## config.mk

```make
export PLATFORM = sky130hd
export DESIGN_NAME = vram_reg_ctrl
export DESIGN_NICKNAME = d
export VERILOG_FILES = /design/src/rtl/xv_pkg.sv /design/src/rtl/vram_reg_ctrl.sv
export SDC_FILE = /design/constraint.sdc
export NUM_CORES = 1
export LEC_CHECK = 0
export ABC_CLOCK_PERIOD_IN_PS = 5200
export BUFFER_PORTS_ARGS = -buffer_cell sky130_fd_sc_hd__buf_2
export CORE_MARGIN = 5
export CORE_UTILIZATION = 45
export CTS_BUF_LIST = sky130_fd_sc_hd__clkbuf_16
export CTS_CLUSTER_SIZE = 14
export DETAILED_ROUTE_END_ITERATION = 10
export SKIP_CTS_REPAIR_TIMING = 1
export SLEW_MARGIN = 20
export SYNTH_ARGS = -nofsm -noshare
export SYNTH_HDL_FRONTEND = slang
export SYNTH_SLANG_ARGS = --single-unit
export TNS_END_PERCENT = 1
```

## constraint.sdc

```tcl
create_clock -name clk -period 5.2 [get_ports clk]
set_input_delay 1.04 -clock clk [delete_from_list [all_inputs] [get_ports clk]]
set_output_delay 1.04 -clock clk [all_outputs]
set_load 0.01 [all_outputs]
```

## src/rtl/xv_pkg.sv

```systemverilog
// Shared definitions for the VRAM register controller:
// register numbers, FSM state type and a byte-select helper.
package xv;

  localparam logic [3:0] XR_RD_INCR = 4'd0;
  localparam logic [3:0] XR_RD_ADDR = 4'd1;
  localparam logic [3:0] XR_WR_INCR = 4'd2;
  localparam logic [3:0] XR_WR_ADDR = 4'd3;
  localparam logic [3:0] XR_DATA    = 4'd4;

  typedef enum logic [1:0] {
    ST_IDLE   = 2'd0,
    ST_WR_REQ = 2'd1,
    ST_RD_REQ = 2'd2
  } vram_ctrl_state_t;

  function automatic logic [7:0] pick_byte(
    input logic [15:0] w,
    input logic        odd
  );
    return odd ? w[7:0] : w[15:8];
  endfunction

endpackage

```

## src/rtl/vram_reg_ctrl.sv

```systemverilog
// Byte-wide register front end with auto-increment VRAM read/write requests.
// Build option VRAM_REG_READBACK_EN: regs 0-3 become readable.
module vram_reg_ctrl
  import xv::*;
(
  input  logic        clk,
  input  logic        reset_n_i,
  input  logic        write_strobe_i,
  input  logic        read_strobe_i,
  input  logic [3:0]  reg_num_i,
  input  logic        bytesel_i,
  input  logic [7:0]  bytedata_i,
  output logic [7:0]  rd_byte_o,
  output logic        busy_o,
  output logic        wr_overrun_o,
  output logic        vram_sel_o,
  output logic        vram_wr_o,
  output logic [15:0] vram_addr_o,
  output logic [15:0] vram_data_o,
  input  logic        vram_ack_i,
  input  logic [15:0] vram_data_i
);

  vram_ctrl_state_t state;

  logic [15:0] rd_incr;
  logic [15:0] rd_addr;
  logic [15:0] wr_incr;
  logic [15:0] wr_addr;
  logic [15:0] rd_word;
  logic [15:0] wr_req_addr;
  logic [15:0] wr_req_data;
  logic [15:0] rd_req_addr;
  logic [7:0]  hold;
  logic [7:0]  rb;
  logic        wr_pend;
  logic        rd_pend;
  logic        rd_restart;
  logic        commit;
  logic        rd_odd;
  logic        rd_busy;
  logic [15:0] word;

  assign commit = write_strobe_i & bytesel_i;
  assign word   = {hold, bytedata_i};
  assign rd_odd = read_strobe_i & bytesel_i
                & (reg_num_i == XR_DATA);

  // A read is "in flight" also in the cycle the FSM latches its address.
  assign rd_busy = ((state == ST_RD_REQ) & ~vram_ack_i)
                 | ((state == ST_IDLE) & ~wr_pend & rd_pend);

  always_comb begin
    rb = 8'h00;
    unique case (1'b1)
      (reg_num_i == XR_DATA):
        rb = pick_byte(rd_word, bytesel_i);
`ifdef VRAM_REG_READBACK_EN
      (reg_num_i == XR_RD_INCR):
        rb = pick_byte(rd_incr, bytesel_i);
      (reg_num_i == XR_RD_ADDR):
        rb = pick_byte(rd_addr, bytesel_i);
      (reg_num_i == XR_WR_INCR):
        rb = pick_byte(wr_incr, bytesel_i);
      (reg_num_i == XR_WR_ADDR):
        rb = pick_byte(wr_addr, bytesel_i);
      default: rb = 8'h00;
`else
      default: rb = 8'h00;
`endif
    endcase
  end

  always_ff @(posedge clk or negedge reset_n_i) begin
    if (!reset_n_i) begin
      state        <= ST_IDLE;
      rd_incr      <= '0;
      rd_addr      <= '0;
      wr_incr      <= '0;
      wr_addr      <= '0;
      rd_word      <= '0;
      wr_req_addr  <= '0;
      wr_req_data  <= '0;
      rd_req_addr  <= '0;
      hold         <= '0;
      wr_pend      <= 1'b0;
      rd_pend      <= 1'b0;
      rd_restart   <= 1'b0;
      wr_overrun_o <= 1'b0;
      rd_byte_o    <= '0;
    end else begin
      if (write_strobe_i && !bytesel_i)
        hold <= bytedata_i;

      if (read_strobe_i)
        rd_byte_o <= rb;

      unique case (state)
        ST_IDLE: begin
          if (wr_pend) begin
            state <= ST_WR_REQ;
          end else if (rd_pend) begin
            state       <= ST_RD_REQ;
            rd_req_addr <= rd_addr;
          end
        end
        ST_WR_REQ: begin
          if (vram_ack_i) begin
            wr_pend <= 1'b0;
            state   <= ST_IDLE;
          end
        end
        ST_RD_REQ: begin
          if (vram_ack_i) begin
            if (rd_restart) begin
              rd_restart <= 1'b0;
            end else begin
              rd_word <= vram_data_i;
              rd_pend <= 1'b0;
            end
            state <= ST_IDLE;
          end
        end
        default: state <= ST_IDLE;
      endcase

      // Host actions come last so they win over a same-cycle ack.
      if (rd_odd) begin
        rd_addr <= rd_addr + rd_incr;
        rd_pend <= 1'b1;
      end

      if (commit) begin
        unique case (1'b1)
          (reg_num_i == XR_RD_INCR): rd_incr <= word;
          (reg_num_i == XR_WR_INCR): wr_incr <= word;
          (reg_num_i == XR_WR_ADDR): wr_addr <= word;
          (reg_num_i == XR_RD_ADDR): begin
            rd_addr <= word;
            rd_pend <= 1'b1;
            if (rd_busy)
              rd_restart <= 1'b1;
          end
          (reg_num_i == XR_DATA): begin
            if (wr_pend) begin
              wr_overrun_o <= 1'b1;
            end else begin
              wr_req_addr <= wr_addr;
              wr_req_data <= word;
              wr_addr     <= wr_addr + wr_incr;
              wr_pend     <= 1'b1;
            end
          end
          default: ;
        endcase
      end
    end
  end

  assign busy_o      = wr_pend | rd_pend;
  assign vram_sel_o  = (state != ST_IDLE);
  assign vram_wr_o   = (state == ST_WR_REQ);
  assign vram_addr_o = (state == ST_WR_REQ) ? wr_req_addr
                     : (state == ST_RD_REQ) ? rd_req_addr
                     : 16'h0000;
  assign vram_data_o = (state == ST_WR_REQ) ? wr_req_data
                                            : 16'h0000;

endmodule

```

* Word level (Yosys, flattened, before mapping)
Index checks and enable logic that the tools add are counted.
** Operators by class
- Add/subtract/negate cells :: 2
- Eq/ne operators :: 9
- Mux-type cells :: 30
- Bitwise gates (word level) :: 11
- Reduce and logical (&&, ||, !) cells :: 15
** Operator list (count)
- 2-to-1 mux 16 bit :: 7
- adder 16 bit :: 2
- case mux 16 bit (2 select lines) :: 1
- 2-to-1 mux 1 bit :: 16
- 2-to-1 mux 8 bit :: 2
- AND reduction 3 bit :: 5
- == test 4 x 2 -> 1 bit (second input constant) :: 2
- bitwise AND 1 bit :: 6
- 2-to-1 mux 2 bit :: 3
- AND reduction 2 bit :: 3
- == test 4 x 1 -> 1 bit (second input constant) :: 1
- == test 4 x 3 -> 1 bit (second input constant) :: 1
- logical NOT 4 bit :: 1
- case mux 2 bit (2 select lines) :: 1
- nonzero test 2 bit :: 2
- inequality test 3 bit (second input constant) :: 1
- inverter 1 bit :: 3
- == test 2 x 1 -> 1 bit (second input constant) :: 1
- == test 2 bit (second input constant) :: 1
- logical NOT 2 bit :: 1
- inequality test 2 x 1 -> 1 bit (second input constant) :: 1
- inequality test 2 bit (second input constant) :: 1
- OR 1 bit :: 2
- OR reduction 2 bit :: 1
- other kinds (2) :: 2
** Storage, ports and cells
- Register bits :: 150

* Depth between registers and ports, before layout
Gate-level depths: netlist of run 1.
- Depth in word-level cells :: 7
- Mapped depth :: 10
- Mapped depth without buffers :: 10

* Worst setup path before layout of run 1
OpenSTA, ideal clock, no wires.
- Path kind :: input port to flip-flop
- Start point :: input port reg_num_i[0]
- End point :: register wr_req_addr[4]
- Arrival time :: 2620 ps
- Required time :: 5075 ps
- Setup slack :: 2455 ps
- Stages :: 6
- Path buffers :: 2
- Cell sequence :: or3b_1 > or2_1 > clkbuf_1 > nor3_4 > buf_6 > mux2_2
** On the way
- Cells in the longest elaborated chain, start to end :: 2
** Ends and longest elaborated chain
- start, declared :: RTL line vram_reg_ctrl.sv:10 : input logic [3:0] reg_num_i,
- == test 4 x 3 -> 1 bit :: RTL line vram_reg_ctrl.sv:144 : (reg_num_i == XR_DATA): begin
- AND reduction 3 bit (no line)
- end signal, assigned :: RTL line vram_reg_ctrl.sv:148 : wr_req_addr <= wr_addr;
- end, declared :: RTL line vram_reg_ctrl.sv:31 : logic [15:0] wr_req_addr;
Every way passes these cells.
A chain may end at the register's enable or synchronous reset.

* Final worst setup path of run 1
- Start point :: input port bytesel_i
- End point :: register rd_addr[8]
** On the way
- Cells in the longest elaborated chain, start to end :: 5
** Ends and longest elaborated chain
- start, declared :: RTL line vram_reg_ctrl.sv:11 : input logic bytesel_i,
- bitwise AND 1 bit :: RTL line vram_reg_ctrl.sv:46 : assign rd_odd = read_strobe_i & bytesel_i
- bitwise AND 1 bit :: RTL line vram_reg_ctrl.sv:47 : & (reg_num_i == XR_DATA);
- 2-to-1 mux 16 bit :: RTL line vram_reg_ctrl.sv:128 : if (rd_odd) begin
- 2-to-1 mux 16 bit :: RTL line vram_reg_ctrl.sv:134 : unique case (1'b1)
- 2-to-1 mux 16 bit * :: RTL line vram_reg_ctrl.sv:133 : if (commit) begin
- end signal, assigned :: RTL line vram_reg_ctrl.sv:129 : rd_addr <= rd_addr + rd_incr;
- end signal, assigned :: RTL line vram_reg_ctrl.sv:139 : rd_addr <= word;
- end, declared :: RTL line vram_reg_ctrl.sv:27 : logic [15:0] rd_addr;
Mark *: on every way between the ends. The rest lies on a longest branch, timed or not.

==> reports/results.ini, run 1 <==
[outcome]
outcome=finished clean

[critical_path]
worstPathRequired_ps=5550
crit_start=bytesel_i
cp_max_fo=25
r2r_slack_ps=2620
criticalPathCategory=input pin to flop
crit-reg2reg-capture=rd_addr[15]
crit_end=rd_addr[8]
r2r_start=rd_addr[1]
reg2regPathDepth=8
crit_path_start_kind=input pin
cp.arrival_ps=3490
cp-end-kind=flop

[floorplan]
num_io_pins=78
rows=48
fp.coreArea_mm2=0.0171
dieArea_mm2=0.0200
die_w_um=141
start_util_pct=45.5
die_h_um=141

[final_layout]
fin_cells=1010
fillers=1534
nets=841
antenna_cells=0
drive_gt1_share_pct=27.6
syn_to_final_growth_pct=15.7

[clocking]
cts_buffers=17
cts_htree_levels=4
clk_pin_slew_ps=60
cts.sinks=150
cts_buffer_depth=2
cts_tree=done
clk_latency_ps=430
cts-root-buf=clkbuf_16

[place]
dpl.hpwl_um=13800
placed_cells=978
place_congestion=0.846
portBuffers=77

[synth]
synthDistinctLibCells=57
syn_nets=773
yosysTopAreaCell=dfrtp_1
synth_area_leaders=dfrtp_1, mux2_2, ha_1
syn_inst=704
synth_top_area_share_pct=48.2
synth.top_cells.by_count=dfrtp_1, mux2_2, a21oi_1, nand2_1, nor2_1
yosysMostFrequentCell=dfrtp_1
syn_area_per_cell_um2=11.1
synthFlopType=dfrtp_1
synth_warnings=0
synth-seq-cells=150
synth_area_mm2=0.00778
postSynth.asyncResetShare_pct=100
synth.yosys.seq_area_share_pct=48.2
synth_edf_count=0

[sta]
tns_ps=0
clock_skew_ps=9.98
slew_headroom_pct=32.0
fmax_ghz=0.318
tightest_slew_ps=1020
rsz0062_at_grt=no
fin_crit_ps=3150
setup_viol=0
final_hold_viol_count=0
fin_crit_sh_pct=60.5
slew_viol_final=0

[global_route]
grtUsageTotal_pct=20.2
grt_pass1_wl_um=31900
grt_overflow_total=0
grt_pass1_vias=5960
grt_max_degree=64
grt_antenna_before_repair=0

[routing]
route.detailed.drc=0
wire_per_inst_um=19.2
routed_wl_um=19300
vias_per_cell=5.68
drtAntennaViolNets=0
vias=5737
drtPass1Iterations=7
drt_iter0_markers=325

[power_and_ir_drop]
ir_drop_mv=0.274
p_leak_uw=0.00433
power_density_mw_per_mm2=528

[hold_path]
hold_start=wr_req_addr[10]
hold_path_class=flop to flop

[run]
maxCapViolations=0

-- how the worst min path moves through the flow --
stage               cells after the start  slack (ps)               to
detailed placement                      1         480  wr_req_data[11]
global placement                        1         460     wr_overrun_o
global route                            1         510   wr_req_addr[9]
floorplan                               1         450  wr_req_data[10]
finish                                  1         490  wr_req_addr[10]
CTS                                     1         490   wr_req_addr[9]
-- sequential cells by signal (all words and copies together), names as in the netlist, 2 cells and up --
register     count
wr_incr         16
rd_byte_o        8
rd_addr         16
state            2
wr_req_data     16
wr_addr         16
rd_word         16
hold             8
rd_req_addr     16
rd_incr         16
wr_req_addr     16
-- report_power, final --
| group | internal, uW | switching, uW |
|---|---|---|
| logic | 768 | 809 |
| registers | 1530 | 285 |
| clock network | 854 | 504 |
| total | 3150 | 1600 |
-- layer usage --
layer	vias to the layer above	track usage (%)	routed length, um
li1	2694	-	-
met1	2851	26.5	8690
met2	159	33.0	9360
met3	33	3.84	769
met4	0	8.18	520
met5	-	0	0
-- stage by stage --
step	hold slack (ps)	area [um^2]	total power, uW	setup WS (ps)	util, %
floorplan	450	7780	2930	2460	-
detailed placement	478	8350	3400	1610	48.8
global placement	463	8350	3330	1800	48.8
CTS	492	9000	4780	2070	52.6
finish	489	9000	4750	2050	52.6
global route	512	9000	5050	1890	52.6
-- logic make-up (layout without fill, tap and decap cells) --
kind of cell | after synthesis | count (layout) | synth area share [%]
and+or+nand+nor | 169 | 169 | 10.9
buffers and inverters | 51 | 132 | 2.80
muxes | 111 | 111 | 16.0
AOI/OAI and AO/OA | 171 | 171 | 14.3
adders and majority gates | 35 | 35 | 5.82
DFF | 150 | 150 | 48.2
xor gates and xnor gates | 17 | 17 | 1.91
-- area by class of cell --
cell class | instances | area (um^2) | area share [%]
Clock inverter | 15 | 228 | 2.53
Sequential cell | 150 | 3750 | 41.7
Clock buffer | 17 | 425 | 4.73
Inverter | 16 | 60.1 | 0.667
Tap cell | 225 | 282 | 3.13
Multi-Input combinational cell | 503 | 3810 | 42.3
Timing Repair Buffer | 84 | 444 | 4.93
-- worst max-delay path: stages --
cell and delay (ps):
buf_2 290, nand2_1 220, nor3_1 370, nand3b_1 780, nand2_1 440, o221ai_1 170
a31oi_1 180
-- cell usage in the layout, fill, tap and decap left out, types with 4 or more instances in the layout --
cell type,count
and2_1,17
a21oi_1,49
buf_4,7
nor3_1,10
clkbuf_16,17
dfrtp_1,150
inv_1,16
a211o_1,4
xnor2_1,9
nand3_1,20
xor2_1,8
clkinvlp_4,5
a21o_1,20
nand3b_1,4
nor2b_1,6
nand2b_1,5
bufinv_16,5
a211oi_1,4
ha_1,33
a22o_1,18
buf_2,76
nand2_1,49
o21ai_0,35
or3_1,4
nor2_1,36
mux2_2,93
mux2_1,15
a31oi_1,13
o21a_1,7
(Power assumes the default switching activity.)
==> run 2, diff against run 1 <==
ABC_AREA = 1   (was unset)
ABC_CLOCK_PERIOD_IN_PS = 2700   (was 5200)
PLACE_DENSITY = 0.66   (was unset)
clock period = 2.7 ns   (was 5.2 ns; I/O delays follow)
==> reports/results.ini, run 2 <==
[place]
dpl.hpwl_um=15300
place_area_mm2=0.00876
portBuffers=77
place_congestion=0.917

[critical_path]
r2r_slack_ps=690
cp.arrival_ps=1870
reg2regPathDepth=9
crit_end=vram_addr_o[13]
r2r_start=rd_incr[0]
cp_max_fo=10
crit-reg2reg-capture=rd_addr[6]
cp-end-kind=output port
crit_start=state[0]
criticalPathCategory=flop to output port
crit_path_start_kind=flop
worstPathRequired_ps=2160

[final_layout]
antenna_cells=0
layout_common_cells=nand2_1, dfrtp_1, inv_1
syn_to_final_growth_pct=15.0
drive_gt1_share_pct=14.9
final_common_cell=nand2_1
nets=1170
final_area_mm2=0.00934

[sta]
tightest_slew_ps=503
fin_crit_sh_pct=89.4
clock_skew_ps=10.9
slew_headroom_pct=66.4
fin_crit_ps=2410
tns_ps=0
rsz0062_at_grt=no
setup_viol=0
final_hold_viol_count=0
slew_viol_final=0
fmax_ghz=0.414

[synth]
synth_area_leaders=dfrtp_1, nand2_1, inv_1
synthDistinctLibCells=38
synth-seq-cells=150
synth.yosys.seq_area_share_pct=46.2
synth_edf_count=0
synth.top_cells.by_count=nand2_1, dfrtp_1, inv_1, o21ai_0, nand3_1
synth_warnings=0
synth_top_area_share_pct=46.2
syn_inst=1026
syn_nets=1095
yosysTopAreaCell=dfrtp_1
syn_area_per_cell_um2=7.91
synthFlopType=dfrtp_1
synth_area_mm2=0.00812
yosysMostFrequentCell=nand2_1
postSynth.asyncResetShare_pct=100

[routing]
drtAntennaViolNets=0
route.detailed.drc=0
routed_wl_um=20400
vias=6820
vias_per_cell=5.08
wire_per_inst_um=15.2
drtPass1Iterations=5
drt_iter0_markers=522

[outcome]
outcome=finished clean

[global_route]
grt_antenna_before_repair=1
grt_pass1_wl_um=33600
grt_pass1_vias=6630
grt_overflow_total=0
grt_max_degree=66
grtUsageTotal_pct=20.5

[floorplan]
start_util_pct=45.5
die_h_um=144
num_io_pins=78
fp.coreArea_mm2=0.0178
rows=49
die_w_um=144
dieArea_mm2=0.0208

[clocking]
clk_latency_ps=430
clk_pin_slew_ps=60
cts_tree=done
cts-root-buf=clkbuf_16
cts_buffers=17
cts_buffer_depth=2
cts.sinks=150
cts_htree_levels=4

[power_and_ir_drop]
ir_drop_mv=0.519
p_leak_uw=0.00514
power_density_mw_per_mm2=930

[run]
maxCapViolations=0

[hold_path]
hold_path_class=input pin to asynchronous set/reset pin

==> run 2: cells by family (layout without fill, tap and decap cells) <==
kind of cell,count (synthesis),count (layout),share of synthesized area (%)
flops,150,150,46.2
simple gates,438,438,22.5
mux,27,27,3.67
fa+ha+maj,35,35,5.58
xor+xnor,14,14,1.51
compound gates,180,180,11.7
buf+inv,182,269,8.80
==> run 2: worst min path at each step <==
stage	startpoint	endpoint	slack, ps	depth (start not counted)
CTS	reset_n_i	wr_req_data[2]	70	1
global placement	rd_req_addr[15]	rd_req_addr[15]	460	2
global route	reset_n_i	wr_req_data[2]	80	1
finish	reset_n_i	wr_req_data[2]	50	1
floorplan	reset_n_i	hold[0]	240	0
detailed placement	rd_req_addr[15]	rd_req_addr[15]	460	2
==> run 2: power breakdown <==
part | internal (uW) | switching, uW | leakage (uW) | total (uW)
logic | 1160 | 1850 | 0.00296 | 3010
clock network | 1360 | 963 | 0.000276 | 2320
registers | 2910 | 438 | 0.00190 | 3350
total | 5430 | 3250 | 0.00514 | 8680
==> run 2: worst max-delay path: stages (launching register included) <==
cell     delay (ps)
dfrtp_1         380
inv_1           100
ha_1            400
buf_4           260
nand3_1         100
nand2_1          90
buf_2           120
==> run 2: stage by stage <==
step	total power, uW	utilization (%)	setup WS (ps)	std cells	hold slack [ps]
2_1_floorplan	5450	-	818	1026	244
3_3_place_gp	6310	49.1	556	1311	460
3_5_place_dp	6380	49.1	509	1311	460
4_1_cts	8740	52.3	284	1342	66.1
5_1_grt	9350	52.3	151	1342	83.1
6_report	8680	52.3	287	1342	50.4
==> run 2: cell type report <==
type / count / area (um^2)
clock buffer: 17 / 425
clock inverter: 14 / 154
fill: 1734 / 8500
inverter: 147 / 552
multi-input combinational: 694 / 3660
sequential: 150 / 3750
tap: 229 / 287
timing repair buffer: 91 / 509
==> run 2: per-layer routing <==
metal	global-route usage [%]	wire, um	share of wire [%]
met1	28.5	9620	47
met2	32.5	9290	46
met3	5.06	1230	6.0
met4	5.01	252	1.2
met5	0	13	0.064
==> run 3, diff against run 2 <==
CORE_UTILIZATION = 54   (was 45)
CTS_CLUSTER_SIZE = 10   (was 14)
MAX_ROUTING_LAYER = met4   (was unset)
PLACE_DENSITY = 0.77   (was 0.66)
==> reports/results.ini, run 3 (synthesis results as in run 2) <==
[floorplan]
dieArea_mm2=0.0176
num_io_pins=78
die_h_um=133
rows=44
fp.coreArea_mm2=0.0146
die_w_um=133
start_util_pct=55.4

[final_layout]
drive_gt1_share_pct=14.6
antenna_cells=0
final_common_cell=nand2_1
nets=1171
syn_to_final_growth_pct=14.7
layout_common_cells=nand2_1, dfrtp_1, inv_1
finish.utilization_pct=63.6

[critical_path]
r2r_start=rd_incr[0]
crit_path_start_kind=flop
r2r_slack_ps=650
reg2regPathDepth=11
worstPathRequired_ps=2160
crit-reg2reg-capture=rd_addr[14]
cp-end-kind=output port
cp_max_fo=11
criticalPathCategory=flop to output port
cp.arrival_ps=1930

[place]
portBuffers=77
dpl.hpwl_um=15100
place_congestion=0.915

[power_and_ir_drop]
switching_power_uw=3180
p_leak_uw=0.00517
power.share.switching_pct=36.2
internal-power_uw=5590
total_power_uw=8770
pwr-share-clk_pct=27.4
p_seq_share_pct=38.2
ir_drop_mv=0.598
combPwrFrac_pct=34.4
power_density_mw_per_mm2=942

[global_route]
grt_pass1_wl_um=33300
grtUsageTotal_pct=24.3
grt_pass1_vias=6712
grt_overflow_total=0
grt_max_degree=65
grt_antenna_before_repair=0

[sta]
tightest_slew_ps=591
slew_viol_final=0
fin_crit_sh_pct=91.6
final_hold_viol_count=0
timing.hold.ws_ps=104
fin_crit_ps=2470
rsz0062_at_grt=no
tns_ps=0
fmax_ghz=0.404
setup_viol=0
clock_skew_ps=6.28
slew_headroom_pct=60.6

[clocking]
clk_latency_ps=420
cts_htree_levels=4
clk_pin_slew_ps=60
cts-root-buf=clkbuf_16
cts_tree=done
cts_buffer_depth=2
cts_buffers=17
cts.sinks=150

[routing]
route.detailed.drc=0
drtPass1Iterations=5
wire_per_inst_um=15.7
drtAntennaViolNets=0
drt_iter0_markers=626
vias_per_cell=5.32
routed_wl_um=20400
vias=6897

[hold_path]
hold_path_class=input pin to asynchronous set/reset pin

[run]
maxCapViolations=0

[outcome]
outcome=finished clean

run 3: power groups by stage:
| stage | logic, uW | registers (uW) | clock network [uW] |
|---|---|---|---|
| 2_1_floorplan | 2220 | 3230 | 0 |
| 3_3_place_gp | 2920 | 3350 | 0 |
| 3_5_place_dp | 3000 | 3370 | 0 |
| 4_1_cts | 3030 | 3340 | 2420 |
| 5_1_grt | 3450 | 3420 | 2530 |
| 6_report | 3020 | 3350 | 2400 |
run 3: worst max-delay path by stage:
| stage | from | to | slack (ps) | depth (start not counted) |
|---|---|---|---|---|
| after floorplan | state[1] | vram_addr_o[10] | 820 | 7 |
| after global placement | reg_num_i[1] | wr_addr[4] | 600 | 11 |
| after detailed placement | reg_num_i[1] | wr_addr[5] | 500 | 11 |
| after CTS | state[0] | vram_addr_o[9] | 250 | 6 |
| after global routing | state[0] | vram_addr_o[9] | 130 | 6 |
| final | state[0] | vram_addr_o[9] | 230 | 6 |
run 3: per-stage QoR:
stage	setup slack, ps	std cells	cell area, um^2
floorplan	818	1026	8120
global placement	596	1267	8720
detailed placement	502	1267	8720
CTS	250	1297	9310
global route	131	1297	9310
finish	228	1297	9310
run 3: critical path, cell delays in order, from the launching register on:
cell and delay (ps):
dfrtp_1 380, inv_1 110, ha_1 430, buf_4 260, nand3_1 80, nand2_1 110, buf_2 140
run 3: area by class of cell:
class	instances	area [um^2]
Clock buffer	17	425
Clock inverter	13	166
Fill cell	1275	5330
Inverter	147	552
Multi-Input combinational cell	694	3660
Sequential cell	150	3750
Tap cell	184	230
Timing Repair Buffer	92	529
run 3: routing by layer:
layer  vias to the layer above  part of all wire [%]  GRT usage [%]
met1                      3227                    45           31.6
met5                         -                     0              -
met2                       205                    46           38.1
met4                         0                   2.1           6.70
met3                        33                   6.7           5.96
li1                       3432                     -              -
